File: config.mk
export PLATFORM = sky130hd
export DESIGN_NAME = pipeline_hazard_ctrl_flat
export DESIGN_NICKNAME = d
export VERILOG_FILES = /design/src/rtl/pipeline_hazard_ctrl_if.sv /design/src/rtl/pipeline_hazard_ctrl.sv /design/src/flat_wrapper.sv
export SDC_FILE = /design/constraint.sdc
export NUM_CORES = 1
export LEC_CHECK = 0
export CORE_UTILIZATION = 35
export DETAILED_ROUTE_END_ITERATION = 16
export GPL_ROUTABILITY_DRIVEN = 0
export GPL_TIMING_DRIVEN = 0
export PLACE_DENSITY_LB_ADDON = 0.15
export SLEW_MARGIN = 20
export SYNTH_ARGS = -nofsm -noshare
export SYNTH_HDL_FRONTEND = slang
export SYNTH_SLANG_ARGS = --single-unit
File: constraint.sdc
create_clock -name CLK -period 4.15 [get_ports CLK]
set_input_delay 0.83 -clock CLK [delete_from_list [all_inputs] [get_ports CLK]]
set_output_delay 0.83 -clock CLK [all_outputs]
set_load 0.05 [all_outputs]
File: src/rtl/pipeline_hazard_ctrl_if.sv
// Stage-register control encoding, and the pipeline/hazard-controller signal bundle.
// master = pipeline side (drives status), slave = controller side (drives stage control).
package pipe_pkg;
    typedef enum logic [1:0] {
        PIPE_ENABLE = 2'd0,
        PIPE_STALL  = 2'd1,
        PIPE_NOP    = 2'd2
    } pipe_state_t;
endpackage

interface pipeline_hazard_ctrl_if #(parameter int CNT_W = 32);
    import pipe_pkg::*;

    logic              ihit;
    logic              dhit;
    logic              dmem_req_mem;
    logic              halt_mem;
    logic              branch_taken_ex;
    logic              load_ex;
    logic [4:0]        rt_ex;
    logic [4:0]        rs_dec;
    logic [4:0]        rt_dec;
    logic              uses_rt_dec;
    logic              pc_en;
    pipe_state_t       fd_state;
    pipe_state_t       de_state;
    pipe_state_t       em_state;
    pipe_state_t       mw_state;
    logic              halted;
    logic [CNT_W-1:0]  stall_count;

    modport master (
        output ihit, dhit, dmem_req_mem, halt_mem, branch_taken_ex,
               load_ex, rt_ex, rs_dec, rt_dec, uses_rt_dec,
        input  pc_en, fd_state, de_state, em_state, mw_state, halted, stall_count
    );

    modport slave (
        input  ihit, dhit, dmem_req_mem, halt_mem, branch_taken_ex,
               load_ex, rt_ex, rs_dec, rt_dec, uses_rt_dec,
        output pc_en, fd_state, de_state, em_state, mw_state, halted, stall_count
    );
endinterface

File: src/rtl/pipeline_hazard_ctrl.sv
// Five-stage pipeline hazard/sequencing controller with saturating stall counter.
// Latency: stage controls and pc_en are combinational (0 cycles); state, halted, stall_count registered. No backpressure beyond the stalls it issues.
module pipeline_hazard_ctrl #(
    parameter int CNT_W = 32
) (
    input  logic                   CLK,
    input  logic                   nRST,
    pipeline_hazard_ctrl_if.slave  hz
);
    import pipe_pkg::*;

    typedef enum logic [1:0] {
        RUN   = 2'd0,
        DWAIT = 2'd1,
        HALT  = 2'd2
    } fsm_t;

    fsm_t              state;
    fsm_t              state_nxt;
    logic              halted_q;
    logic [CNT_W-1:0]  cnt_q;

    logic              dstall;
    logic              load_use;
    logic              pc_en_c;
    pipe_state_t       fd_c;
    pipe_state_t       de_c;
    pipe_state_t       em_c;
    pipe_state_t       mw_c;

    assign dstall   = hz.dmem_req_mem && !hz.dhit;
    // A load into $0 never produces a real dependency.
    assign load_use = hz.load_ex && (hz.rt_ex != 5'd0) &&
                      ((hz.rt_ex == hz.rs_dec) ||
                       (hz.uses_rt_dec && (hz.rt_ex == hz.rt_dec)));

    always_comb begin
        state_nxt = state;
        pc_en_c   = 1'b1;
        fd_c      = PIPE_ENABLE;
        de_c      = PIPE_ENABLE;
        em_c      = PIPE_ENABLE;
        mw_c      = PIPE_ENABLE;
        if (state == HALT) begin
            pc_en_c = 1'b0;
            fd_c    = PIPE_STALL;
            de_c    = PIPE_STALL;
            em_c    = PIPE_STALL;
            mw_c    = PIPE_STALL;
        end else if (dstall) begin
            state_nxt = DWAIT;
            pc_en_c   = 1'b0;
            fd_c      = PIPE_STALL;
            de_c      = PIPE_STALL;
            em_c      = PIPE_STALL;
            mw_c      = PIPE_NOP;
        end else begin
            // DWAIT releases on the hit cycle, which is then resolved like RUN.
            state_nxt = RUN;
            if (hz.halt_mem) begin
                state_nxt = HALT;
                pc_en_c   = 1'b0;
                fd_c      = PIPE_STALL;
                de_c      = PIPE_STALL;
                em_c      = PIPE_NOP;
            end else if (hz.branch_taken_ex) begin
                fd_c = PIPE_NOP;
                de_c = PIPE_NOP;
            end else if (load_use) begin
                pc_en_c = 1'b0;
                fd_c    = PIPE_STALL;
                de_c    = PIPE_NOP;
            end else if (!hz.ihit) begin
                pc_en_c = 1'b0;
                fd_c    = PIPE_NOP;
            end
        end
    end

    always_ff @(posedge CLK or negedge nRST) begin
        if (!nRST) begin
            state    <= RUN;
            halted_q <= 1'b0;
            cnt_q    <= '0;
        end else begin
            state    <= state_nxt;
            halted_q <= (state_nxt == HALT);
            if (!pc_en_c && (state != HALT) && !(&cnt_q))
                cnt_q <= cnt_q + CNT_W'(1);
        end
    end

    assign hz.pc_en       = pc_en_c;
    assign hz.fd_state    = fd_c;
    assign hz.de_state    = de_c;
    assign hz.em_state    = em_c;
    assign hz.mw_state    = mw_c;
    assign hz.halted      = halted_q;
    assign hz.stall_count = cnt_q;
endmodule

File: src/flat_wrapper.sv
// flat-port wrapper written by rule: the top's interface ports become plain ports
module pipeline_hazard_ctrl_flat import pipe_pkg::*;
#(
    parameter int CNT_W = 32
)
  (CLK, nRST, hz_ihit, hz_dhit, hz_dmem_req_mem, hz_halt_mem, hz_branch_taken_ex, hz_load_ex, hz_rt_ex, hz_rs_dec, hz_rt_dec, hz_uses_rt_dec, hz_pc_en, hz_fd_state, hz_de_state, hz_em_state, hz_mw_state, hz_halted, hz_stall_count);
  pipeline_hazard_ctrl_if #(.CNT_W(CNT_W)) hz_i ();
  input  logic CLK;
  input  logic nRST;
  input wire logic [$bits(hz_i.ihit)-1:0] hz_ihit;
  input wire logic [$bits(hz_i.dhit)-1:0] hz_dhit;
  input wire logic [$bits(hz_i.dmem_req_mem)-1:0] hz_dmem_req_mem;
  input wire logic [$bits(hz_i.halt_mem)-1:0] hz_halt_mem;
  input wire logic [$bits(hz_i.branch_taken_ex)-1:0] hz_branch_taken_ex;
  input wire logic [$bits(hz_i.load_ex)-1:0] hz_load_ex;
  input wire logic [$bits(hz_i.rt_ex)-1:0] hz_rt_ex;
  input wire logic [$bits(hz_i.rs_dec)-1:0] hz_rs_dec;
  input wire logic [$bits(hz_i.rt_dec)-1:0] hz_rt_dec;
  input wire logic [$bits(hz_i.uses_rt_dec)-1:0] hz_uses_rt_dec;
  output wire logic [$bits(hz_i.pc_en)-1:0] hz_pc_en;
  output wire logic [$bits(hz_i.fd_state)-1:0] hz_fd_state;
  output wire logic [$bits(hz_i.de_state)-1:0] hz_de_state;
  output wire logic [$bits(hz_i.em_state)-1:0] hz_em_state;
  output wire logic [$bits(hz_i.mw_state)-1:0] hz_mw_state;
  output wire logic [$bits(hz_i.halted)-1:0] hz_halted;
  output wire logic [$bits(hz_i.stall_count)-1:0] hz_stall_count;
  assign hz_i.ihit = hz_ihit;
  assign hz_i.dhit = hz_dhit;
  assign hz_i.dmem_req_mem = hz_dmem_req_mem;
  assign hz_i.halt_mem = hz_halt_mem;
  assign hz_i.branch_taken_ex = hz_branch_taken_ex;
  assign hz_i.load_ex = hz_load_ex;
  assign hz_i.rt_ex = hz_rt_ex;
  assign hz_i.rs_dec = hz_rs_dec;
  assign hz_i.rt_dec = hz_rt_dec;
  assign hz_i.uses_rt_dec = hz_uses_rt_dec;
  assign hz_pc_en = hz_i.pc_en;
  assign hz_fd_state = hz_i.fd_state;
  assign hz_de_state = hz_i.de_state;
  assign hz_em_state = hz_i.em_state;
  assign hz_mw_state = hz_i.mw_state;
  assign hz_halted = hz_i.halted;
  assign hz_stall_count = hz_i.stall_count;
  pipeline_hazard_ctrl #(.CNT_W(CNT_W)) u_core (.CLK(CLK), .nRST(nRST), .hz(hz_i));
endmodule
==> key figures, run 1 <==
Status
  • Status: completed

Placement
  • Placed Cells: 326
  • Post-Place Setup Slack: 0.0306 ns
  • IO Port Bufs: 65
  • Post-DP HPWL: 3580 µm
  • DP Area: 2670 µm²

Die
  • Initial Util: 36.8%
  • I/O Pins: 66
  • Die area: 5740 µm²
  • CORE AREA: 5170 µm²
  • FP Rows: 26
  • Die Wd: 75.8 µm
  • Die Y: 75.8 µm

Clock network
  • Post-CTS Setup Bufs: 0
  • TritonCTS clock tree: done
  • Root buf cell: clkbuf_8
  • Worst-path clk slew: 0.07 ns
  • Clk buf depth: 2
  • Num CTS Buffers: 5
  • Clock Sinks: 35
  • H-tree depth: 2
  • Clock Latency Late Sink: 0.28 ns

Timing
  • Maximum clock frequency: 0.268 GHz
  • Hold Vio Cnt, Final: 0
  • Final TNS setup: 0 ns
  • Clock skew: 0.00646 ns
  • Final slew viol count: 0
  • Fin crit period: 3.73 ns
  • Final setup viols: 0
  • Final Worst Setup Slack: 0.422 ns
  • Max_slew headroom: 43.4%
  • RSZ-0062 raised after global routing: false
  • Slew @ Worst Pin: 0.839 ns
  • Final Cycle Share: 89.8%

Power and ir drop
  • Max IR drop VDD: 0.289 mV
  • Power Density: 525 nW/µm²
  • Pleak: 1.09 nW
  • Pwr Total: 0.00145 W

Setup path
  • CP arrival: 2.90 ns
  • Worst setup SP type: input port
  • CP max FO: 3
  • CP Class: in -> out
  • Critical Path Sink Type: primary output
  • WP data required: 3.32 ns

Route
  • Via count: 1644
  • Iter 0 DRT Violations: 50
  • Antenna Violating Nets Remaining: 0
  • Vias/cell: 4.92
  • Final WL: 4740 µm
  • DR WL/cell: 14.2 µm
  • # DRC: 0
  • Total iterations of the first detailed-routing run: 4

Logic synthesis
  • Syn nets: 215
  • Library cells used by synthesis: 35
  • Syn Inst Count: 190
  • Mapped cell area: 1900 µm²
  • Syn Area/Cell: 10.0 µm²
  • Synth Register Bits: 35
  • Sequential share of the synthesized area: 46.0%
  • YS warnings: 0

Finish
  • Total Nets Final: 288
  • Post-layout instance area: 2760 µm²
  • Most common cell after layout, fill and taps aside: clkdlybuf4s50_1
  • Fillcell total: 481
  • Area Overhead vs Synth: 44.7%
  • Commonest non-fill, non-tap cells in the layout: clkdlybuf4s50_1, dfrtp_1, xor2_1, nand2_1, xnor2_1
  • Diode count: 0
  • Fraction of layout cells with a size suffix above 1: 6.82%
  • Non-Filler Instances: 334

GRT
  • Vias in the first global route: 1614
  • Largest net degree at the start of global routing: 22
  • Global-route wire length before repair: 7760 µm
  • GR Util All Layers: 18.0%
  • Initial antenna violation count: 0
  • Grt ovf: 0

Worst hold path
  • Worst min path class: in -> async

Run
  • Max cap viols: 0
==> state kept, by name, summed over array words and instances, names as in the netlist <==
name and flops:
u_core.hz.stall_count 32, u_core.state 2, u_core.hz.halted 1
==> cell usage after synthesis <==
library cell / n / share of area, %
inv_1: 3 / 0.59
and4b_1: 1 / 0.53
o21ai_1: 1 / 0.26
buf_4: 1 / 0.39
xnor2_1: 14 / 6.4
nand2_1: 18 / 3.5
ha_1: 1 / 0.66
buf_1: 1 / 0.20
dfrtp_1: 35 / 46
xor2_1: 27 / 12
nor4_2: 3 / 2.0
clkbuf_1: 2 / 0.39
o21bai_1: 2 / 0.79
a32oi_1: 1 / 0.46
buf_2: 1 / 0.26
nor2_1: 9 / 1.8
and3_1: 7 / 2.3
nor4_1: 5 / 1.6
nand2b_1: 2 / 0.66
and2_1: 3 / 0.99
o41ai_2: 1 / 0.85
or2_2: 3 / 0.99
a21oi_1: 3 / 0.79
nand3_1: 6 / 1.6
or2_1: 1 / 0.33
nor4b_2: 1 / 0.79
or4_1: 3 / 1.2
o41a_1: 1 / 0.59
nor2b_1: 2 / 0.66
and4_1: 1 / 0.46
mux2_1: 1 / 0.59
or3_1: 3 / 0.99
o21ai_0: 1 / 0.26
nor3_1: 13 / 3.4
nand4_1: 13 / 4.3
==> area by class of cell <==
class,count,area [µm²],area share [%]
timing repair buffer,66,683,24.8
sequential,35,876,31.8
clock inverter,1,5.00,0.182
multi-input combinational,147,993,36.0
inverter,3,11.3,0.409
buffer,5,23.8,0.862
tap,70,87.6,3.18
clock buffer,7,76.3,2.77
==> metal layers <==
metal	vias to the layer above	GRT usage, %	wire length (µm)
met5	-	0	0
met1	784	24.3	2330
li1	823	-	-
met2	32	28.7	2210
met4	0	6.17	40
met3	5	3.84	167
==> where the power goes <==
| part | switching (W) | total, W | leakage, nW | internal [W] |
|---|---|---|---|---|
| Combinational | 0.000480 | 0.000732 | 0.649 | 0.000251 |
| Clock | 0.000118 | 0.000235 | 0.0422 | 0.000118 |
| Sequential | 0.0000726 | 0.000481 | 0.400 | 0.000409 |
| Total | 0.000671 | 0.00145 | 1.09 | 0.000778 |
==> kinds of logic after synthesis <==
group | Yosys count | share of synthesized area, %
compound gates | 10 | 4.01
xor+xnor | 41 | 18.9
fa+ha+maj | 1 | 0.657
buf+inv | 8 | 1.84
flops | 35 | 46.0
mux | 1 | 0.591
simple gates | 94 | 28.1
==> path summary, 6_finish.rpt <==
kind                                                  startpoint                                     to  slack (ns)  depth (start not counted)
min reg2reg                u_core.hz.stall_count[11]$_DFFE_PN0P_  u_core.hz.stall_count[11]$_DFFE_PN0P_        0.49                          1
min in group CLK           u_core.hz.stall_count[11]$_DFFE_PN0P_  u_core.hz.stall_count[11]$_DFFE_PN0P_        0.49                          1
max in group asynchronous                                   nRST  u_core.hz.stall_count[11]$_DFFE_PN0P_        3.27                          2
min                                                         nRST             u_core.hz.halted$_DFF_PN0_        0.45                          1
max                                                  hz_rt_ex[0]                         hz_fd_state[1]        0.42                          7
max reg2reg                 u_core.hz.stall_count[9]$_DFFE_PN0P_  u_core.hz.stall_count[29]$_DFFE_PN0P_        1.77                          7
==> critical path, cell delays in order <==
cell and delay [ns]:
clkdlybuf4s50_1 0.47, or4_1 0.56, o21ai_1 0.25, or2_1 0.17
o21bai_1 0.08, a21oi_1 0.11, dlymetal6s2s_1 0.43
==> metrics by stage <==
| stage | util, % | hold slack (ns) |
|---|---|---|
| after floorplan | - | 0.534 |
| after global placement | 51.1 | 0.480 |
| after detailed placement | 51.5 | 0.476 |
| after CTS | 53.1 | 0.464 |
| after global routing | 53.3 | 0.467 |
| final | 53.3 | 0.454 |
==> timing repair <==
item / in CTS / in global routing
resized for setup: 0 / 4
hold buffers: 0 / 0
endpoints found under the setup margin: 0 / 4
Note: power is estimated with default switching activity, not from simulation.
==> run 2: changes to the inputs <==
TNS_END_PERCENT = 1   (was unset)
==> results of run 2 <==
Same layout as run 1: the final DEF is identical, and so are final timing and power.
